===== src/rtl/cpm_cfg_arb.sv =====
// ---------------------------------------------------------------------------
// cpm_cfg_arb
//
// Four-requester round-robin arbiter in front of a 16-entry configuration
// register array. One access is serviced every two cycles (IDLE grant, XFER
// commit). A clear request runs a 16-cycle sweep that writes ClrData to
// every entry; a pending clear outranks all requests. The whole array is
// exposed continuously on CfgOut to drive the datapath.
//
// Ports
//   Clk      in   clock, rising-edge active
//   Rstn     in   asynchronous active-low reset
//   ReqVld   in   [3:0]     request valid, bit i = requester i
//   ReqWr    in   [3:0]     1 = write, 0 = read, per requester
//   ReqAddr  in   [15:0]    requester i entry address at [4i+3:4i]
//   ReqData  in   [4*DW-1:0] requester i write data at [DW*i +: DW]
//   ReqAck   out  [3:0]     one-hot single-cycle acknowledge (registered)
//   RspVld   out            read response valid pulse (registered)
//   RspId    out  [1:0]     requester index of the read response
//   RspData  out  [DW-1:0]  read data
//   ClrReq   in             request a full-array clear sweep
//   ClrData  in   [DW-1:0]  value written to every entry by the sweep
//   ClrBusy  out            high while the sweep runs (registered)
//   CfgOut   out  [16*DW-1:0] entry k at [DW*k +: DW]
// ---------------------------------------------------------------------------
module cpm_cfg_arb #(
    parameter int              DW      = 8,
    parameter logic [DW-1:0]   CLR_VAL = '0
) (
    input  logic              Clk,
    input  logic              Rstn,
    input  logic [3:0]        ReqVld,
    input  logic [3:0]        ReqWr,
    input  logic [15:0]       ReqAddr,
    input  logic [4*DW-1:0]   ReqData,
    output logic [3:0]        ReqAck,
    output logic              RspVld,
    output logic [1:0]        RspId,
    output logic [DW-1:0]     RspData,
    input  logic              ClrReq,
    input  logic [DW-1:0]     ClrData,
    output logic              ClrBusy,
    output logic [16*DW-1:0]  CfgOut
);

    typedef enum logic [1:0] {
        IDLE = 2'd0,
        XFER = 2'd1,
        CLR  = 2'd2
    } state_e;

    // CLR_VAL is reserved; the sweep value always comes from ClrData.
    logic unused_clr_val;
    assign unused_clr_val = ^CLR_VAL;

    state_e         state_q, state_d;
    logic [1:0]     ptr_q, ptr_d;
    logic           clr_pend_q, clr_pend_d;
    logic [3:0]     cnt_q, cnt_d;

    // Access captured at grant time; the requester may drop its request
    // after the grant and the access still completes from these copies.
    logic [1:0]     id_q, id_d;
    logic           wr_q, wr_d;
    logic [3:0]     addr_q, addr_d;
    logic [DW-1:0]  data_q, data_d;

    logic [3:0]     ack_q, ack_d;
    logic           rsp_vld_q, rsp_vld_d;
    logic [1:0]     rsp_id_q, rsp_id_d;
    logic [DW-1:0]  rsp_data_q, rsp_data_d;
    logic           clr_busy_q, clr_busy_d;

    logic [DW-1:0]  cfg_q [16];

    // Single array write port shared by XFER writes and the clear sweep.
    logic           we;
    logic [3:0]     waddr;
    logic [DW-1:0]  wdata;

    logic [1:0]     win;

    // Round-robin pick: offsets 1..4 from ptr, lowest offset with a set
    // valid bit wins. Iterating from the farthest offset down lets the
    // nearest one overwrite the result.
    function automatic logic [1:0] rr_pick(input logic [1:0] ptr,
                                           input logic [3:0] vld);
        logic [1:0] idx;
        logic [1:0] pick;
        pick = ptr;
        for (int i = 4; i >= 1; i--) begin
            idx = ptr + 2'(i);
            if (vld[idx]) pick = idx;
        end
        return pick;
    endfunction

    assign win = rr_pick(ptr_q, ReqVld);

    // NOTE: every variable gets a default before the case so no path leaves
    // one unassigned; that is what keeps this block free of latches.
    always_comb begin
        state_d    = state_q;
        ptr_d      = ptr_q;
        clr_pend_d = clr_pend_q | ClrReq;
        cnt_d      = cnt_q;
        id_d       = id_q;
        wr_d       = wr_q;
        addr_d     = addr_q;
        data_d     = data_q;
        ack_d      = '0;
        rsp_vld_d  = 1'b0;
        rsp_id_d   = rsp_id_q;
        rsp_data_d = rsp_data_q;
        we         = 1'b0;
        waddr      = addr_q;
        wdata      = data_q;

        unique case (state_q)
            IDLE: begin
                if (clr_pend_q) begin
                    // Entering the sweep consumes the pending clear.
                    state_d    = CLR;
                    clr_pend_d = 1'b0;
                    cnt_d      = '0;
                end else if (|ReqVld) begin
                    state_d    = XFER;
                    id_d       = win;
                    wr_d       = ReqWr[win];
                    addr_d     = ReqAddr[{win, 2'b00} +: 4];
                    data_d     = ReqData[DW*win +: DW];
                    ack_d[win] = 1'b1;
                end
            end

            XFER: begin
                state_d = IDLE;
                ptr_d   = id_q;
                if (wr_q) begin
                    we = 1'b1;
                end else begin
                    rsp_vld_d  = 1'b1;
                    rsp_id_d   = id_q;
                    rsp_data_d = cfg_q[addr_q];
                end
            end

            CLR: begin
                we    = 1'b1;
                waddr = cnt_q;
                wdata = ClrData;
                cnt_d = cnt_q + 4'd1;
                if (cnt_q == 4'd15) state_d = IDLE;
            end

            default: state_d = IDLE;
        endcase

        clr_busy_d = (state_d == CLR);
    end

    // NOTE: state uses non-blocking assignments so every register samples
    // the pre-edge values, independent of statement order.
    always_ff @(posedge Clk or negedge Rstn) begin
        if (!Rstn) begin
            state_q    <= IDLE;
            ptr_q      <= 2'd3;
            clr_pend_q <= 1'b0;
            cnt_q      <= '0;
            id_q       <= '0;
            wr_q       <= 1'b0;
            addr_q     <= '0;
            data_q     <= '0;
            ack_q      <= '0;
            rsp_vld_q  <= 1'b0;
            rsp_id_q   <= '0;
            rsp_data_q <= '0;
            clr_busy_q <= 1'b0;
        end else begin
            state_q    <= state_d;
            ptr_q      <= ptr_d;
            clr_pend_q <= clr_pend_d;
            cnt_q      <= cnt_d;
            id_q       <= id_d;
            wr_q       <= wr_d;
            addr_q     <= addr_d;
            data_q     <= data_d;
            ack_q      <= ack_d;
            rsp_vld_q  <= rsp_vld_d;
            rsp_id_q   <= rsp_id_d;
            rsp_data_q <= rsp_data_d;
            clr_busy_q <= clr_busy_d;
        end
    end

    // NOTE: the array is reset in full because it drives the datapath
    // directly; it is a flop bank, not a RAM macro, so this is legal.
    always_ff @(posedge Clk or negedge Rstn) begin
        if (!Rstn) begin
            for (int k = 0; k < 16; k++) cfg_q[k] <= '0;
        end else if (we) begin
            cfg_q[waddr] <= wdata;
        end
    end

    for (genvar k = 0; k < 16; k++) begin : g_cfg_out
        assign CfgOut[DW*k +: DW] = cfg_q[k];
    end

    assign ReqAck  = ack_q;
    assign RspVld  = rsp_vld_q;
    assign RspId   = rsp_id_q;
    assign RspData = rsp_data_q;
    assign ClrBusy = clr_busy_q;

endmodule


===== config.mk =====
export PLATFORM = sky130hd
export DESIGN_NAME = cpm_cfg_arb
export DESIGN_NICKNAME = d
export VERILOG_FILES = /design/src/rtl/cpm_cfg_arb.sv
export SDC_FILE = /design/constraint.sdc
export NUM_CORES = 1
export LEC_CHECK = 0
export CAP_MARGIN = 10
export CORE_MARGIN = 3
export CORE_UTILIZATION = 49
export CTS_CLUSTER_DIAMETER = 80
export DETAILED_ROUTE_END_ITERATION = 16
export MAX_ROUTING_LAYER = met4
export PLACE_DENSITY = 0.92
export SETUP_SLACK_MARGIN = 0.5
export SLEW_MARGIN = 40
export SYNTH_ARGS = -nofsm -noshare
export SYNTH_HDL_FRONTEND = slang
export SYNTH_SLANG_ARGS = --single-unit

===== constraint.sdc =====
create_clock -name Clk -period 2.4 [get_ports Clk]
set_clock_uncertainty 0.2 [all_clocks]
set_input_delay 0.24 -clock Clk [delete_from_list [all_inputs] [get_ports Clk]]
set_output_delay 0.24 -clock Clk [all_outputs]
set_load 0.03 [all_outputs]

==> results of run 1 <==
==> sequential cells by signal (all words and copies together), names as in the netlist <==
name	flops
CfgOut	128
ClrBusy	1
ReqAck	4
RspData	8
RspId	2
RspVld	1
addr_q	4
clr_pend_q	1
cnt_q	4
data_q	8
id_q	2
ptr_q	2
state_q	2
wr_q	1
==> layout by cell type, fill, tap and decap left out, drive strengths merged, types with 10 or more instances in the layout <==
cell and instances:
dfrtp 166, dlygate4sd2 139, nor2 101, a21oi 98
buf 98, nand2 80, clkdlybuf4s50 67, mux2i 45
o21ai 40, mux4 32, clkbuf 27, nor3 17
o221ai 14, inv 10
==> worst max-delay path, delay by kind of cell, from the launching register on <==
kind            cells  cell delay (ns)
compound gates      2             0.20
fa+ha+maj           1             0.20
buf+inv             3             0.51
flops               1             0.43
simple gates        3             0.74
==> per-layer routing <==
metal	global-route usage [%]	wire length, um
met1	42.4	12100
met2	56.6	16800
met3	8.25	4200
met4	20.7	3280
met5	-	0
==> area by class of cell <==
class                      instances  area (um^2)  share of cell area, %
tap                              216          270                   2.11
multi-input combinational        483         4490                   35.1
timing repair buffer             310         3210                   25.1
clock inverter                     7         93.8                  0.733
sequential                       168         4210                   32.9
antenna                            1         2.50                 0.0196
clock buffer                      25          475                   3.72
inverter                          10         37.5                  0.293
==> timing repair <==
item / in CTS / in global routing
setup endpoints to repair: 292 / 163
hold buffers: 1 / 0
gates cloned: 14 / 2
buffers inserted: 29 / 15
endpoints found under the hold margin: 96 / 0
pin swaps: 14 / 26
resized for setup: 247 / 158
==> power groups by stage <==
stage | registers (mW) | logic [mW] | clock network (mW)
floorplan | 6.58 | 4.22 | 0
global route | 5.40 | 11.8 | 2.88
detailed placement | 5.05 | 9.27 | 0
CTS | 5.04 | 9.84 | 2.72
finish | 5.34 | 11.4 | 2.80
global placement | 5.00 | 9.01 | 0
==> through the flow <==
stage / instances / cell area, um^2 / worst slack (ns) / power (mW)
global route: 1219 / 12800 / 0.00529 / 20.1
global placement: 1126 / 10800 / 0.207 / 14.0
floorplan: 710 / 8350 / 0.268 / 10.8
detailed placement: 1126 / 10800 / 0.114 / 14.3
CTS: 1202 / 12000 / 0.260 / 17.6
finish: 1220 / 12800 / 0.0317 / 19.6
==> logic make-up after synthesis <==
logic type	after synthesis	synth area share [%]
buf+inv	60	4.28
flops	168	52.5
mux	81	15.3
simple gates	224	13.6
compound gates	173	13.7
fa+ha+maj	4	0.625
==> final timing paths <==
path	from	endpoint	slack, ns
min in group Clk	ClrReq	clr_pend_q	0.18
max in group asynchronous	Rstn	addr_q[0]	1.11
worst min-delay path	Rstn	state_q[1]	0.12
worst max-delay path	state_q[1]	CfgOut[20]	0.03
worst max register to register	state_q[1]	CfgOut[20]	0.03
worst min register to register	CfgOut[126]	CfgOut[126]	0.31
==> flow_summary.yaml, run 1 <==
cells_and_area:
  drive_gt1_share_pct: 37.8
  syn_to_final_growth_pct: 59.7
  layout.nets: 1061
  post-route-util_pct: 80.2
  fillers: 766
synth:
  synthTopCellsByArea: "dfrtp_1, mux4_2, a21oi_1"
  yosysSeqAreaShare_pct: 52.5
  syn_area_um2: 8010
  synthFlopType: "dfrtp_1"
  synth_nets: 781
  yosysMostFrequentCell: "dfrtp_1"
  async_flop_share_pct: 100
  syn_avg_cell_area_um2: 11.3
  synthCells: 710
  synth_top_area_share_pct: 51.9
  yosysUniqueCellTypes: 48
  yosys_warnings: 0
  synth_edf_count: 0
  yosys.area.top_type: "dfrtp_1"
  yosys_register_bits: 168
  synthTopCellsByCount: "dfrtp_1, nor2_1, a21oi_1"
power:
  internal-power_mw: 10.2
  max-vdd-ir-drop_uv: 857
  combPwrFrac_pct: 58.4
  p_seq_share_pct: 27.3
  cellLeakagePower_nw: 4.99
  netSwitchingFraction_pct: 47.9
  p_clk_share_pct: 14.3
  power_density_nw_per_um2: 1530
  switchingPower_mw: 9.37
run:
  maxCapViolations: 0
sta:
  fin_crit_sh_pct: 98.7
  relSlewSlack_pct: 55.1
  report.final.slew_viol_count: 0
  setup_tns_ns: 0
  rsz0062_at_grt: "yes"
  fin_hold_ws_ns: 0.117
  setup_viol: 0
  hold_viol: 0
  tightest_slew_ns: 0.673
  period_needed_ns: 2.37
  fmax_mhz: 422
floorplan:
  num_rows: 46
  ios: 211
  die-height_um: 134
  die-area_um2: 17900
  start_util_pct: 50.3
  core-area_um2: 15900
  die_x_um: 134
clocking:
  clock_latency_ns: 0.45
  cts.sinks: 168
  ctsRootBufferMaster: "clkbuf_16"
  ctsHtreeMaxLevel: 4
  clkSlewWorstSetupHoldPaths_ns: 0.07
  cts_inserted_buffers: 17
  cts_tree: "built"
  clock_path_buffers: 2
detailed_routing:
  routed_wl_um: 36500
  ant_nets: 0
  drt_iter0_markers: 1362
  vias: 8263
  drcViolationCount: 0
  firstDrtPassIters: 6
  routed_via_density: 6.77
  wl_per_cell_um: 29.9
global_routing:
  grt-ovfl-total: 0
  grt_pass1_vias: 7734
  grt_pass1_wl_um: 46700
  grt_max_degree: 64
  grt_antenna_before_repair: 0
  grt.total_usage_pct: 35.8
placed_design:
  dp_hpwl_um: 17600
  port_buffers: 210
  place.gp.congestion: 0.836
worst_setup_path:
  cpPeakStageDelay_ns: 0.43
  cp_max_fo: 16
  crit_slowest_cell: "dfrtp_1"
  critPathRequiredTime_ns: 2.57
  start_kind: "flop"
  r2r_cells: 9
  end_kind: "flop"
  path_cells: "ha_4 > buf_12 > and4bb_2 > o21ai_4 > buf_12 > nor3_4 > buf_12 > nor2_1 > a21oi_1"
  cp.arrival_ns: 2.54
  crit_type: "reg -> reg"
  cpMostUsedCell: "buf_12"
min_path:
  hp-class: "in -> async"
status:
  run_status: "finished, final reports clean"
(Power assumes the default switching activity.)
==> inputs of run 2 (changes only) <==
Settings changed: CAP_MARGIN 10 to not set, CELL_PAD_IN_SITES_DETAIL_PLACEMENT set to 0, CELL_PAD_IN_SITES_GLOBAL_PLACEMENT set to 1, CORE_UTILIZATION 49 to 38, PLACE_DENSITY 0.92 to 0.91.
==> run 2 against run 1 <==
  * Flip-flop and latch count unchanged
  * Cell count increased by 5.3%
  * Sequential power decreased by 4%
  * Largest power group unchanged
  * Highest routed layer unchanged
==> flow_summary.yaml, run 2 (synthesis results as in run 1) <==
status:
  run_status: "finished, final reports clean"
worst_setup_path:
  cp.arrival_ns: 2.27
  r2r-end: "CfgOut[82]"
  crit_type: "reg -> reg"
  reg2reg_from: "state_q[0]"
  start_kind: "flop"
  worst-r2r-setup-slack_ns: 0.24
  cp_max_fo: 8
  worst_path_dominant_cell_family: "buffers and inverters"
  end_kind: "flop"
  r2r_cells: 9
  critPathRequiredTime_ns: 2.51
  critPathBufInv: 6
  crit_slowest_cell: "dfrtp_1"
  path_cells: "inv_2 > ha_4 > buf_6 > buf_6 > buf_12 > buf_12 > mux2i_4 > clkbuf_16 > a21oi_4"
  cpPeakStageDelay_ns: 0.40
power:
  p_clk_share_pct: 15.0
  max-vdd-ir-drop_uv: 725
  cellLeakagePower_nw: 5.26
  netSwitchingFraction_pct: 44.6
  power_density_nw_per_um2: 1470
  internal-power_mw: 10.7
  p_seq_share_pct: 26.7
  switchingPower_mw: 8.61
  combPwrFrac_pct: 58.3
sta:
  tightest_slew_ns: 0.566
  hold_viol: 0
  fin_hold_ws_ns: 0.0737
  fmax_mhz: 464
  rsz0062_at_grt: "yes"
  setup_tns_ns: 0
  period_needed_ns: 2.16
  relSlewSlack_pct: 61.9
  setup_viol: 0
  report.final.slew_viol_count: 0
  fin_crit_sh_pct: 89.8
min_path:
  hp-class: "in -> async"
global_routing:
  grt.total_usage_pct: 24.4
  grt_pass1_vias: 7077
  grt-ovfl-total: 0
  grt_pass1_wl_um: 41000
  grt_max_degree: 59
  grt_antenna_before_repair: 0
detailed_routing:
  ant_nets: 0
  drcViolationCount: 0
  drt_iter0_markers: 678
  firstDrtPassIters: 5
  wl_per_cell_um: 22.8
  vias: 7114
  routed_via_density: 5.54
  routed_wl_um: 29300
cells_and_area:
  mostFrequentLayoutCells: "dfrtp_1, dlygate4sd2_1, nand2_1"
  largest_reg_flops: 128
  regArea_um2: 4210
  drive_gt1_share_pct: 37.7
  syn_to_final_growth_pct: 63.6
  fillers: 1494
  final_common_cell: "dfrtp_1"
  layout.nets: 1072
  multi_input_area_um2: 4380
  post-route-util_pct: 63.9
floorplan:
  die-height_um: 151
  die_x_um: 151
  num_rows: 52
  start_util_pct: 39.1
  die-area_um2: 22900
  core-area_um2: 20500
  ios: 211
clocking:
  cts_inserted_buffers: 17
  clock_path_buffers: 2
  clkSlewWorstSetupHoldPaths_ns: 0.07
  ctsHtreeMaxLevel: 4
  clock_latency_ns: 0.43
  cts.sinks: 168
  ctsRootBufferMaster: "clkbuf_16"
  cts_tree: "built"
placed_design:
  dp_hpwl_um: 17900
  port_buffers: 210
  place.gp.congestion: 0.869
run:
  maxCapViolations: 0
[run 2: changes by cell type in the layout (fill, tap and decap cells not counted), moves of 6 or more]
cell and delta:
dlygate4sd2_1 -34, nand2_1 +8, nor3_1 +6, mux2i_2 -9
nor2_2 +21, buf_4 +6, clkbuf_1 -6, dlymetal6s2s_1 +34
mux2i_1 +7, nor2_4 -13, nand2_2 -10, nor3_2 -6
nor2_1 -8
[run 2: power groups by stage]
stage / Clock, mW / Sequential [mW] / Combinational [mW]
global route: 3.04 / 5.27 / 11.8
global placement: 0 / 5.02 / 9.36
finish: 2.89 / 5.15 / 11.2
CTS: 2.92 / 5.03 / 9.93
floorplan: 0 / 6.58 / 4.22
detailed placement: 0 / 5.04 / 9.50
[run 2: worst register-to-register path: stages, from the launching register on]
cell,delay [ns]
dfrtp_1,0.40
inv_2,0.10
ha_4,0.20
buf_6,0.13
buf_6,0.10
buf_12,0.13
buf_12,0.14
mux2i_4,0.34
clkbuf_16,0.24
a21oi_4,0.06
[run 2: how the worst max path moves through the flow]
| stage | startpoint | to | slack (ns) | cells after the start |
|---|---|---|---|---|
| 2_1_floorplan | state_q[1] | CfgOut[92] | 0.27 | 9 |
| 3_3_place_gp | state_q[0] | CfgOut[66] | 0.09 | 7 |
| 3_5_place_dp | state_q[1] | CfgOut[68] | 0.007 | 6 |
| 4_1_cts | state_q[1] | CfgOut[76] | 0.33 | 10 |
| 5_1_grt | state_q[0] | CfgOut[44] | 0.19 | 8 |
| 6_report | state_q[0] | CfgOut[82] | 0.24 | 9 |
[run 2: cell type report]
| class | count | share of cell area [%] |
|---|---|---|
| antenna | 1 | 0.0191 |
| clock buffer | 19 | 3.46 |
| clock inverter | 13 | 1.29 |
| inverter | 10 | 0.286 |
| multi-input combinational | 482 | 33.4 |
| sequential | 168 | 32.1 |
| tap | 270 | 2.58 |
| timing repair buffer | 322 | 26.8 |
[run 2: stage by stage]
stage | worst slack [ns] | std cells | total power [mW] | area, um^2
final | 0.244 | 1285 | 19.3 | 13100
after global placement | 0.0906 | 1186 | 14.4 | 10900
after global routing | 0.191 | 1284 | 20.1 | 13100
after floorplan | 0.268 | 710 | 10.8 | 8350
after detailed placement | 0.00664 | 1186 | 14.5 | 10900
after CTS | 0.329 | 1258 | 17.9 | 12200
[run 2: repair_timing]
action | 4_1_cts | 5_1_grt
endpoints found under the setup margin | 288 | 190
pin swaps | 28 | 33
endpoints found under the hold margin | 166 | 0
hold buffers | 1 | 0
setup buffers | 31 | 18
gates cloned | 8 | 8
gates resized for setup | 197 | 186
[run 2: routing by layer]
metal	vias up	global-route usage, %	part of all wire, %
met2	298	39.7	53
met5	-	-	0
met3	56	4.13	5.4
met4	0	7.48	2.5
met1	3609	31.6	39
li1	3151	-	-
==> inputs of run 3 (changes only) <==
Settings changed: MAX_ROUTING_LAYER met4 to not set, SKIP_LAST_GASP set to 1.
==> run 3 against run 2 <==
  * Die area did not move
  * Worst hold slack got worse by 0.0062 ns
  * Flip-flop and latch count did not move
  * Count of clock-buffer cells in the layout did not move
  * Combinational power barely moved
  * Power rose by 0.29%
  * Critical path depth did not move
  * Worst setup slack got worse by 0.055 ns
  * Non-clock buffer count rose by 4
  * Maximum frequency fell by 2.5%
  * Design area rose by 0.52%
  * Cell count rose by 0.23%
==> flow_summary.yaml, run 3 (synthesis results as in run 1) <==
cells_and_area:
  mostFrequentLayoutCells: "dfrtp_1, dlygate4sd2_1, nand2_1"
  layout.nets: 1076
  multi_input_area_um2: 4420
  largest_reg_flops: 128
  drive_gt1_share_pct: 39.0
  final_common_cell: "dfrtp_1"
  regArea_um2: 4210
  syn_to_final_growth_pct: 64.4
  fillers: 1492
  diodes: 0
detailed_routing:
  wl_per_cell_um: 23.1
  vias: 7186
  ant_nets: 0
  firstDrtPassIters: 5
  drt_iter0_markers: 691
  drcViolationCount: 0
  routed_via_density: 5.58
  routed_wl_um: 29700
sta:
  fmax_mhz: 452
  setup_tns_ns: 0
  hold_viol: 0
  period_needed_ns: 2.21
  setup_viol: 0
  report.final.slew_viol_count: 0
  rsz0062_at_grt: "yes"
  relSlewSlack_pct: 60.2
  fin_crit_sh_pct: 92.1
  tightest_slew_ns: 0.591
global_routing:
  grt_pass1_wl_um: 41100
  grt_max_degree: 59
  grt.total_usage_pct: 23.8
  grt_pass1_vias: 7078
  grt_antenna_before_repair: 0
  grt-ovfl-total: 0
placed_design:
  place.gp.congestion: 0.856
  dp_hpwl_um: 17900
  port_buffers: 210
worst_setup_path:
  cp_max_fo: 9
  crit_type: "reg -> reg"
  start_kind: "flop"
  critPathRequiredTime_ns: 2.54
  end_kind: "flop"
  cp.arrival_ns: 2.35
clocking:
  clock_latency_ns: 0.43
  ctsRootBufferMaster: "clkbuf_16"
  cts_tree: "built"
  clock_path_buffers: 2
  clkSlewWorstSetupHoldPaths_ns: 0.07
  ctsHtreeMaxLevel: 4
  cts.sinks: 168
  cts_inserted_buffers: 17
floorplan:
  die-height_um: 151
  ios: 211
  num_rows: 52
  die_x_um: 151
  start_util_pct: 39.1
  die-area_um2: 22900
  core-area_um2: 20500
run:
  maxCapViolations: 0
status:
  run_status: "finished, final reports clean"
power:
  cellLeakagePower_nw: 5.28
  max-vdd-ir-drop_uv: 724
  power_density_nw_per_um2: 1470
  fin_total_pwr_mw: 19.3
min_path:
  hp-class: "in -> async"
==> run 3: cell count changes in the layout (fill, tap and decap cells not counted), sizes merged <==
cell    delta
buf        +5
clkbuf     -1
diode      -1
==> run 3: path summary, 6_finish.rpt <==
check                       startpoint          end  slack [ns]  cells after the start
min in group Clk                ClrReq   clr_pend_q        0.21                      3
max reg2reg                 state_q[0]   CfgOut[57]        0.19                      9
max in group asynchronous         Rstn     ptr_q[0]        1.26                      3
min reg2reg                CfgOut[106]  CfgOut[106]        0.30                      2
max                         state_q[0]   CfgOut[57]        0.19                      9
min                               Rstn   CfgOut[32]        0.07                      2
==> run 3: timing repair <==
item,4_1_cts,5_1_grt
pin swaps,28,37
cloned,8,8
setup buffers,31,22
gates resized for setup,197,204
hold buffers,1,0
hold endpoints to repair,166,0
endpoints found under the setup margin,288,190
==> run 3: report_power, final <==
group / switching (mW) / total (mW) / internal (mW)
clock: 1.20 / 2.91 / 1.70
sequential: 1.20 / 5.17 / 3.97
combinational: 6.27 / 11.3 / 4.99
==> run 3: layout make-up <==
type | instances | area share [%]
Clock buffer | 19 | 3.44
Tap cell | 270 | 2.56
Timing Repair Buffer | 326 | 26.9
Multi-Input combinational cell | 482 | 33.6
Inverter | 10 | 0.285
Clock inverter | 13 | 1.28
Sequential cell | 168 | 32.0
==> run 3: critical path, stage by stage, from the launching register on <==
cell,delay (ns)
dfrtp_1,0.39
inv_2,0.08
ha_4,0.20
buf_12,0.16
buf_4,0.14
a32oi_4,0.30
nand3b_1,0.27
buf_6,0.19
nand2_1,0.09
o21ai_1,0.12
==> run 3: metal layers <==
layer / wire length [um] / vias up / global-route usage [%]
met2: 15400 / 318 / 39.6
met3: 1810 / 63 / 4.37
met4: 795 / 0 / 7.48
met1: 11700 / 3659 / 31.6
met5: 0 / - / 0
li1: - / 3146 / -
==> run 3: per-stage QoR <==
stage / worst slack [ns] / utilization [%] / cells / hold WS (ns) / area, um^2
floorplan: 0.268 / - / 710 / -0.256 / 8350
global placement: 0.0906 / 53.1 / 1186 / -0.0404 / 10900
detailed placement: 0.00664 / 53.1 / 1186 / -0.0429 / 10900
CTS: 0.329 / 59.3 / 1258 / 0.0832 / 12200
global route: 0.148 / 64.3 / 1288 / 0.0946 / 13200
finish: 0.189 / 64.3 / 1288 / 0.0674 / 13200
